<file path="src/rtl/bram_pkg.sv">
// Shared types and constants for the banked lane BRAM: FSM encoding,
// legal read latencies and the word-width helper.
package bram_pkg;

    typedef enum logic {
        SWEEP = 1'b0,
        READY = 1'b1
    } state_t;

    localparam int RD_LAT_1 = 1;
    localparam int RD_LAT_2 = 2;

    function automatic int calc_data_width(input int lane_width, input int num_lanes);
        return lane_width * num_lanes;
    endfunction

endpackage

</file>
<file path="src/rtl/bram_lane.sv">
// One LANE_WIDTH x DEPTH memory slice with its own write enable.
// Latency: registered read, data one cycle after re; rdat holds when re=0.
// Backpressure: none; always accepts a write and a read every cycle.
module bram_lane #(
    parameter int LANE_WIDTH = 8,
    parameter int ADDR_WIDTH = 6
) (
    input  logic                  clk,
    input  logic                  rst,
    input  logic                  we,
    input  logic [ADDR_WIDTH-1:0] waddr,
    input  logic [LANE_WIDTH-1:0] wdat,
    input  logic                  re,
    input  logic [ADDR_WIDTH-1:0] raddr,
    output logic [LANE_WIDTH-1:0] rdat
);

    localparam int DEPTH = 1 << ADDR_WIDTH;

    logic [LANE_WIDTH-1:0] mem [DEPTH];

    // Storage carries no reset so it maps onto block RAM; the sweep clears it.
    always_ff @(posedge clk) begin
        if (we) begin
            mem[waddr] <= wdat;
        end
    end

    always_ff @(posedge clk) begin
        if (rst) begin
            rdat <= '0;
        end else if (re) begin
            rdat <= mem[raddr];
        end
    end

endmodule

</file>
<file path="src/rtl/banked_lane_bram.sv">
// Lane-enabled simple dual-port RAM with post-reset zero-fill; macro BANKED_LANE_BRAM_BYPASS_EN selects write-first collisions.
// Latency: READ_LATENCY (1 or 2) cycles from read request to b_valid; zero-fill takes DEPTH cycles.
// Backpressure: a_ready low during zero-fill; writes and reads issued then are dropped, no stall otherwise.
module banked_lane_bram
    import bram_pkg::*;
#(
    parameter  int LANE_WIDTH   = 8,
    parameter  int NUM_LANES    = 4,
    parameter  int ADDR_WIDTH   = 6,
    parameter  int READ_LATENCY = RD_LAT_1,
    localparam int DATA_WIDTH   = calc_data_width(LANE_WIDTH, NUM_LANES)
) (
    input  logic                  clk,
    input  logic                  rst,
    output logic                  init_busy,
    output logic                  a_ready,
    input  logic                  a_wen,
    input  logic [NUM_LANES-1:0]  a_be,
    input  logic [ADDR_WIDTH-1:0] a_addr,
    input  logic [DATA_WIDTH-1:0] a_din,
    input  logic                  b_en,
    input  logic [ADDR_WIDTH-1:0] b_addr,
    output logic [DATA_WIDTH-1:0] b_dout,
    output logic                  b_valid
);

    generate
        if (READ_LATENCY != RD_LAT_1 && READ_LATENCY != RD_LAT_2) begin : g_bad_latency
            $error("banked_lane_bram: READ_LATENCY must be 1 or 2");
        end
    endgenerate

    state_t                  state;
    logic [ADDR_WIDTH-1:0]   sweep_cnt;
    logic                    sweeping;
    logic                    wr_ok;
    logic                    rd_acc;
    logic [ADDR_WIDTH-1:0]   waddr;
    logic [DATA_WIDTH-1:0]   lane_rdat;
    logic [DATA_WIDTH-1:0]   s1_dat;
    logic                    s1_vld;

    always_ff @(posedge clk) begin
        if (rst) begin
            state     <= SWEEP;
            sweep_cnt <= '0;
            init_busy <= 1'b1;
        end else begin
            case (state)
                SWEEP: begin
                    sweep_cnt <= sweep_cnt + ADDR_WIDTH'(1);
                    if (&sweep_cnt) begin
                        state     <= READY;
                        init_busy <= 1'b0;
                    end
                end
                default: begin
                    state <= READY;
                end
            endcase
        end
    end

    assign a_ready  = ~init_busy;
    assign sweeping = (state == SWEEP) && !rst;
    assign wr_ok    = (state == READY) && !rst && a_wen;
    assign rd_acc   = (state == READY) && !rst && b_en;
    assign waddr    = sweeping ? sweep_cnt : a_addr;

    generate
        for (genvar i = 0; i < NUM_LANES; i++) begin : g_lane
            logic                  lane_we;
            logic [LANE_WIDTH-1:0] lane_wdat;

            assign lane_we   = sweeping | (wr_ok & a_be[i]);
            assign lane_wdat = sweeping ? '0 : a_din[i*LANE_WIDTH +: LANE_WIDTH];

            bram_lane #(
                .LANE_WIDTH (LANE_WIDTH),
                .ADDR_WIDTH (ADDR_WIDTH)
            ) u_lane (
                .clk   (clk),
                .rst   (rst),
                .we    (lane_we),
                .waddr (waddr),
                .wdat  (lane_wdat),
                .re    (rd_acc),
                .raddr (b_addr),
                .rdat  (lane_rdat[i*LANE_WIDTH +: LANE_WIDTH])
            );
        end
    endgenerate

`ifdef BANKED_LANE_BRAM_BYPASS_EN
    logic [NUM_LANES-1:0]  fwd_lane;
    logic [DATA_WIDTH-1:0] fwd_dat;

    // The lanes read old contents; remember which lanes were overwritten
    // in the read cycle and substitute the new bytes after the register.
    always_ff @(posedge clk) begin
        if (rst) begin
            fwd_lane <= '0;
            fwd_dat  <= '0;
        end else if (rd_acc) begin
            fwd_lane <= (wr_ok && (a_addr == b_addr)) ? a_be : '0;
            fwd_dat  <= a_din;
        end
    end

    always_comb begin
        s1_dat = lane_rdat;
        for (int i = 0; i < NUM_LANES; i++) begin
            if (fwd_lane[i]) begin
                s1_dat[i*LANE_WIDTH +: LANE_WIDTH] = fwd_dat[i*LANE_WIDTH +: LANE_WIDTH];
            end
        end
    end
`else
    assign s1_dat = lane_rdat;
`endif

    always_ff @(posedge clk) begin
        if (rst) begin
            s1_vld <= 1'b0;
        end else begin
            s1_vld <= rd_acc;
        end
    end

    generate
        if (READ_LATENCY == RD_LAT_2) begin : g_lat2
            logic [DATA_WIDTH-1:0] s2_dat;
            logic                  s2_vld;

            always_ff @(posedge clk) begin
                if (rst) begin
                    s2_dat <= '0;
                    s2_vld <= 1'b0;
                end else begin
                    s2_vld <= s1_vld;
                    if (s1_vld) begin
                        s2_dat <= s1_dat;
                    end
                end
            end

            assign b_dout  = s2_dat;
            assign b_valid = s2_vld;
        end else begin : g_lat1
            assign b_dout  = s1_dat;
            assign b_valid = s1_vld;
        end
    endgenerate

endmodule

</file>
<file path="config.mk">
export PLATFORM = sky130hd
export DESIGN_NAME = banked_lane_bram
export DESIGN_NICKNAME = d
export VERILOG_FILES = /design/src/rtl/bram_pkg.sv /design/src/rtl/bram_lane.sv /design/src/rtl/banked_lane_bram.sv
export SDC_FILE = /design/constraint.sdc
export NUM_CORES = 2
export LEC_CHECK = 0
export CORE_UTILIZATION = 45
export DETAILED_ROUTE_END_ITERATION = 12
export MAX_ROUTING_LAYER = met4
export PLACE_DENSITY = 0.63
export SETUP_SLACK_MARGIN = 0.4
export SLEW_MARGIN = 20
export SYNTH_ARGS = -nofsm -noshare
export SYNTH_HDL_FRONTEND = slang
export SYNTH_SLANG_ARGS = --single-unit
</file>
<file path="constraint.sdc">
create_clock -name clk -period 7.7 [get_ports clk]
set_input_delay 0.77 -clock clk [delete_from_list [all_inputs] [get_ports clk]]
set_output_delay 0.77 -clock clk [all_outputs]
set_load 0.01 [all_outputs]
</file>
==> run_summary.xml <==
<?xml version="1.0" encoding="UTF-8"?>
<metrics>
  <group name="run_status">
    <metric name="status" unit="">complete, no violations</metric>
  </group>
  <group name="global_route">
    <metric name="grt_pass1_vias" unit="">38773</metric>
    <metric name="grt_start_max_net_pins" unit="">118</metric>
    <metric name="groute.usage.overall" unit="">0.237</metric>
    <metric name="antenna_found_initial" unit="">4</metric>
    <metric name="grt_overflow" unit="">0</metric>
    <metric name="grt_pass1_wl" unit="mm">296</metric>
  </group>
  <group name="sta">
    <metric name="tns" unit="ns">0</metric>
    <metric name="worst_clock_skew" unit="ns">0.0298</metric>
    <metric name="final_setup_violating_endpoints" unit="">0</metric>
    <metric name="max-slew-margin-rel" unit="">0.280</metric>
    <metric name="final-hold-violation-count" unit="">0</metric>
    <metric name="finalHoldWorstSlack" unit="ns">0.506</metric>
    <metric name="fmax" unit="MHz">226</metric>
    <metric name="slew_at_the_pin_closest_to_its_max_slew_limit" unit="ns">1.08</metric>
    <metric name="layout_min_cycle_time" unit="ns">4.43</metric>
    <metric name="post-route-period-util" unit="">0.575</metric>
    <metric name="post-route-worst-setup-slack" unit="ns">3.27</metric>
    <metric name="grt_setup_unrepaired" unit="">false</metric>
    <metric name="timing_max_transition_violations_final" unit="">0</metric>
  </group>
  <group name="worst_setup_path">
    <metric name="cp-start-kind" unit="">flop</metric>
    <metric name="worst_ep_arrival_time" unit="ns">4.88</metric>
    <metric name="cp_max_fo" unit="">30</metric>
    <metric name="timing.reg2reg.setup_slack" unit="ns">3.27</metric>
    <metric name="worstSetupEndpointType" unit="">flop</metric>
    <metric name="worstPathRequired" unit="ns">8.15</metric>
    <metric name="timing_worst_setup_path_type" unit="">flop to flop</metric>
  </group>
  <group name="synthesis">
    <metric name="synth.yosys.seq_area_share" unit="">0.768</metric>
    <metric name="synth_fp_nets" unit="">3819</metric>
    <metric name="synth_top_area_cell" unit="">sky130_fd_sc_hd__edfxtp_1</metric>
    <metric name="syn-mean-instance-area" unit="µm²">21.6</metric>
    <metric name="synth_ff_type" unit="">sky130_fd_sc_hd__edfxtp_1</metric>
    <metric name="synth-async-reset-ratio" unit="">0</metric>
    <metric name="synthesis.area" unit="µm²">81200</metric>
    <metric name="synthDominantCellAreaShare" unit="">0.757</metric>
    <metric name="number_of_distinct_library_cell_variants_in_the_gate_level_netlist_after_synthesis" unit="">60</metric>
    <metric name="synth.yosys.warnings" unit="">0</metric>
    <metric name="synth_edf_count" unit="">2048</metric>
    <metric name="synth.area.top_cells" unit="">sky130_fd_sc_hd__edfxtp_1, sky130_fd_sc_hd__mux4_2, sky130_fd_sc_hd__mux2i_1</metric>
    <metric name="postSynthCellCount" unit="">3766</metric>
    <metric name="synth_seq_cells" unit="">2089</metric>
  </group>
  <group name="final_layout">
    <metric name="nNetsFinal" unit="">3963</metric>
    <metric name="final_cell_area" unit="µm²">91200</metric>
    <metric name="flow.area_growth_from_synthesis" unit="%">12.4</metric>
    <metric name="fill_cell_total_of_the_finished_layout" unit="">13927</metric>
    <metric name="layout.core_utilization" unit="">0.510</metric>
    <metric name="drive_gt1_frac" unit="">0.243</metric>
  </group>
  <group name="power">
    <metric name="power_density" unit="nW/µm²">261</metric>
    <metric name="power.switching_fraction" unit="">0.213</metric>
    <metric name="max-vdd-ir-drop" unit="mV">0.167</metric>
    <metric name="power_report.internal_total" unit="W">0.0187</metric>
    <metric name="power_frac_comb" unit="">0.050</metric>
    <metric name="power.static_leakage" unit="nW">28.7</metric>
    <metric name="share_seq_of_total_power" unit="">0.528</metric>
    <metric name="pwr-share-clk" unit="">0.422</metric>
    <metric name="p_switching" unit="W">0.00506</metric>
  </group>
  <group name="clocking">
    <metric name="post_cts_buffers" unit="">0</metric>
    <metric name="postCtsHoldBufs" unit="">0</metric>
    <metric name="clock_root_buffer" unit="">sky130_fd_sc_hd__clkbuf_16</metric>
    <metric name="cts_max_path_buffers" unit="">3</metric>
    <metric name="clkSlewWorstSetupHoldPaths" unit="ns">0.06</metric>
    <metric name="cts_tree" unit="">yes</metric>
    <metric name="tritoncts.num_buffers" unit="">201</metric>
    <metric name="postCtsResizedCells" unit="">0</metric>
    <metric name="clock_sink_count" unit="">2089</metric>
    <metric name="ctsHtreeMaxLevel" unit="">4</metric>
    <metric name="clk-insertion-delay-late" unit="ns">0.83</metric>
  </group>
  <group name="routing">
    <metric name="via_count" unit="">39222</metric>
    <metric name="dr.pass1.iters" unit="">8</metric>
    <metric name="met3_length" unit="mm">16.9</metric>
    <metric name="detail_route.vias_per_cell" unit="">6.09</metric>
    <metric name="drt_wl_total" unit="mm">208</metric>
    <metric name="drt-wirelength-per-cell" unit="µm">32.3</metric>
    <metric name="first_iter_violations" unit="">4983</metric>
    <metric name="route.met2.wl" unit="mm">99.5</metric>
    <metric name="drt.antenna.violating_nets" unit="">0</metric>
    <metric name="drc_errors" unit="">0</metric>
    <metric name="top_signal_layer_used" unit="">met4</metric>
    <metric name="drt-met1-wl" unit="mm">85.5</metric>
  </group>
  <group name="placed_design">
    <metric name="place_ws" unit="ns">2.60</metric>
    <metric name="finalWeightedCongestion" unit="">0.827</metric>
    <metric name="dp_hpwl" unit="mm">123</metric>
    <metric name="io_buffer_count" unit="">86</metric>
    <metric name="placement.cell_area" unit="µm²">84500</metric>
  </group>
  <group name="floorplanning">
    <metric name="io-pin-count" unit="">87</metric>
    <metric name="die_w" unit="µm">427</metric>
    <metric name="placeableCoreArea" unit="µm²">179000</metric>
    <metric name="rows" unit="">155</metric>
    <metric name="floorplan.initialDensity" unit="">0.454</metric>
    <metric name="floorplan.die.height" unit="µm">427</metric>
    <metric name="die-area" unit="µm²">182000</metric>
  </group>
  <group name="job">
    <metric name="number_of_max_capacitance_violations_reported" unit="">0</metric>
  </group>
  <group name="min_path">
    <metric name="holdCritPathClass" unit="">input pin to flop</metric>
  </group>
</metrics>
## cell type report
| cell class | count | area [µm²] | area share |
|---|---|---|---|
| well taps | 2355 | 2950 | 0.0323 |
| flip-flops and latches | 2089 | 62300 | 0.683 |
| multi-input cells | 1461 | 17800 | 0.195 |
| inverters | 5 | 22.5 | 0.000247 |
| clock inverters | 137 | 1370 | 0.0150 |
| diodes | 1 | 2.50 | 0.0000274 |
| repair buffers | 152 | 1440 | 0.0158 |
| clock buffers | 240 | 5330 | 0.0584 |
## Yosys cell counts, types with 7 or more instances
master	count
sky130_fd_sc_hd__and3_1	7
sky130_fd_sc_hd__mux2i_1	184
sky130_fd_sc_hd__buf_4	33
sky130_fd_sc_hd__o211ai_1	19
sky130_fd_sc_hd__mux4_2	524
sky130_fd_sc_hd__clkbuf_1	75
sky130_fd_sc_hd__a21oi_1	26
sky130_fd_sc_hd__buf_6	27
sky130_fd_sc_hd__buf_2	47
sky130_fd_sc_hd__a221oi_1	7
sky130_fd_sc_hd__and2_1	41
sky130_fd_sc_hd__nand3_1	27
sky130_fd_sc_hd__nand2_1	118
sky130_fd_sc_hd__nor2_1	293
sky130_fd_sc_hd__dfxtp_1	41
sky130_fd_sc_hd__buf_1	29
sky130_fd_sc_hd__a2111oi_0	7
sky130_fd_sc_hd__o21ai_0	17
sky130_fd_sc_hd__edfxtp_1	2048
sky130_fd_sc_hd__a22oi_1	40
sky130_fd_sc_hd__o221ai_1	16
sky130_fd_sc_hd__a31oi_1	7
sky130_fd_sc_hd__mux2_2	28
sky130_fd_sc_hd__o22ai_1	18
## final timing paths
path | startpoint | end | cells past startpoint
worst max-delay path | state | g_lane[3].u_lane.mem[48][4] | 7
worst min-delay path | rst | sweep_cnt[0] | 3
worst max register to register | state | g_lane[3].u_lane.mem[48][4] | 7
worst min register to register | g_lane[1].u_lane.rdat[2] | g_lane[1].u_lane.rdat[2] | 2
## cell usage in the layout (no fill, tap or decap), types with 16 or more instances in the layout
| cell type | instances |
|---|---|
| sky130_fd_sc_hd__mux2_2 | 28 |
| sky130_fd_sc_hd__mux2i_1 | 184 |
| sky130_fd_sc_hd__o221ai_1 | 16 |
| sky130_fd_sc_hd__a21oi_1 | 26 |
| sky130_fd_sc_hd__bufinv_16 | 25 |
| sky130_fd_sc_hd__clkinv_1 | 37 |
| sky130_fd_sc_hd__clkbuf_1 | 29 |
| sky130_fd_sc_hd__dfxtp_1 | 41 |
| sky130_fd_sc_hd__nand2_1 | 113 |
| sky130_fd_sc_hd__a22oi_1 | 40 |
| sky130_fd_sc_hd__nand3_1 | 27 |
| sky130_fd_sc_hd__edfxtp_1 | 2048 |
| sky130_fd_sc_hd__o21ai_0 | 16 |
| sky130_fd_sc_hd__clkinv_2 | 45 |
| sky130_fd_sc_hd__mux4_2 | 524 |
| sky130_fd_sc_hd__o211ai_1 | 19 |
| sky130_fd_sc_hd__clkbuf_16 | 206 |
| sky130_fd_sc_hd__nor2_1 | 288 |
| sky130_fd_sc_hd__o22ai_1 | 18 |
| sky130_fd_sc_hd__and2_4 | 23 |
| sky130_fd_sc_hd__buf_4 | 60 |
| sky130_fd_sc_hd__clkdlybuf4s50_1 | 80 |
## state kept, by name, summed over array words and instances (netlist names)
| register | count |
|---|---|
| state | 1 |
| init_busy | 1 |
| g_lane.u_lane.mem | 2048 |
| g_lane.u_lane.rdat | 32 |
| b_valid | 1 |
| sweep_cnt | 6 |
## critical path, cell delays in order, from the launching register on
cell,delay [ns]
sky130_fd_sc_hd__dfxtp_1,0.31
sky130_fd_sc_hd__buf_4,0.23
sky130_fd_sc_hd__or2_2,0.44
sky130_fd_sc_hd__buf_4,0.48
sky130_fd_sc_hd__a31oi_1,0.21
sky130_fd_sc_hd__nor2_1,0.81
sky130_fd_sc_hd__nand2_1,0.75
sky130_fd_sc_hd__nor2_1,0.80
## power groups by stage
stage / Combinational [W] / Sequential (W) / Clock, W
final: 0.00120 / 0.0126 / 0.0100
after global routing: 0.00125 / 0.0126 / 0.0106
after CTS: 0.00121 / 0.0126 / 0.0101
after detailed placement: 0.00121 / 0.0128 / 0
after global placement: 0.00120 / 0.0128 / 0
after floorplan: 0.000729 / 0.0128 / 0
## metal layers
metal / GRT usage / vias to the layer above
met3: 0.0415 / 303
met1: 0.330 / 20952
met2: 0.361 / 1974
met4: 0.0710 / 0
met5: - / -
li1: - / 15993
## through the flow
| step | instances | power, W |
|---|---|---|
| 2_1_floorplan | 3766 | 0.0135 |
| 3_3_place_gp | 6062 | 0.0140 |
| 3_5_place_dp | 6062 | 0.0140 |
| 4_1_cts | 6439 | 0.0239 |
| 5_1_grt | 6440 | 0.0244 |
| 6_report | 6440 | 0.0238 |
## logic make-up (layout without fill, tap and decap cells)
group	after synthesis	after routing	synth area share
muxes	736	736	0.172
other	0	1	0
and+or+nand+nor	526	526	0.0278
buffers and inverters	216	534	0.0147
DFF	2089	2089	0.768
AOI/OAI and AO/OA	194	194	0.0175
xor gates and xnor gates	4	4	0.000432
adders and majority gates	1	1	0.000154
Note: power is estimated with default switching activity, not from simulation.
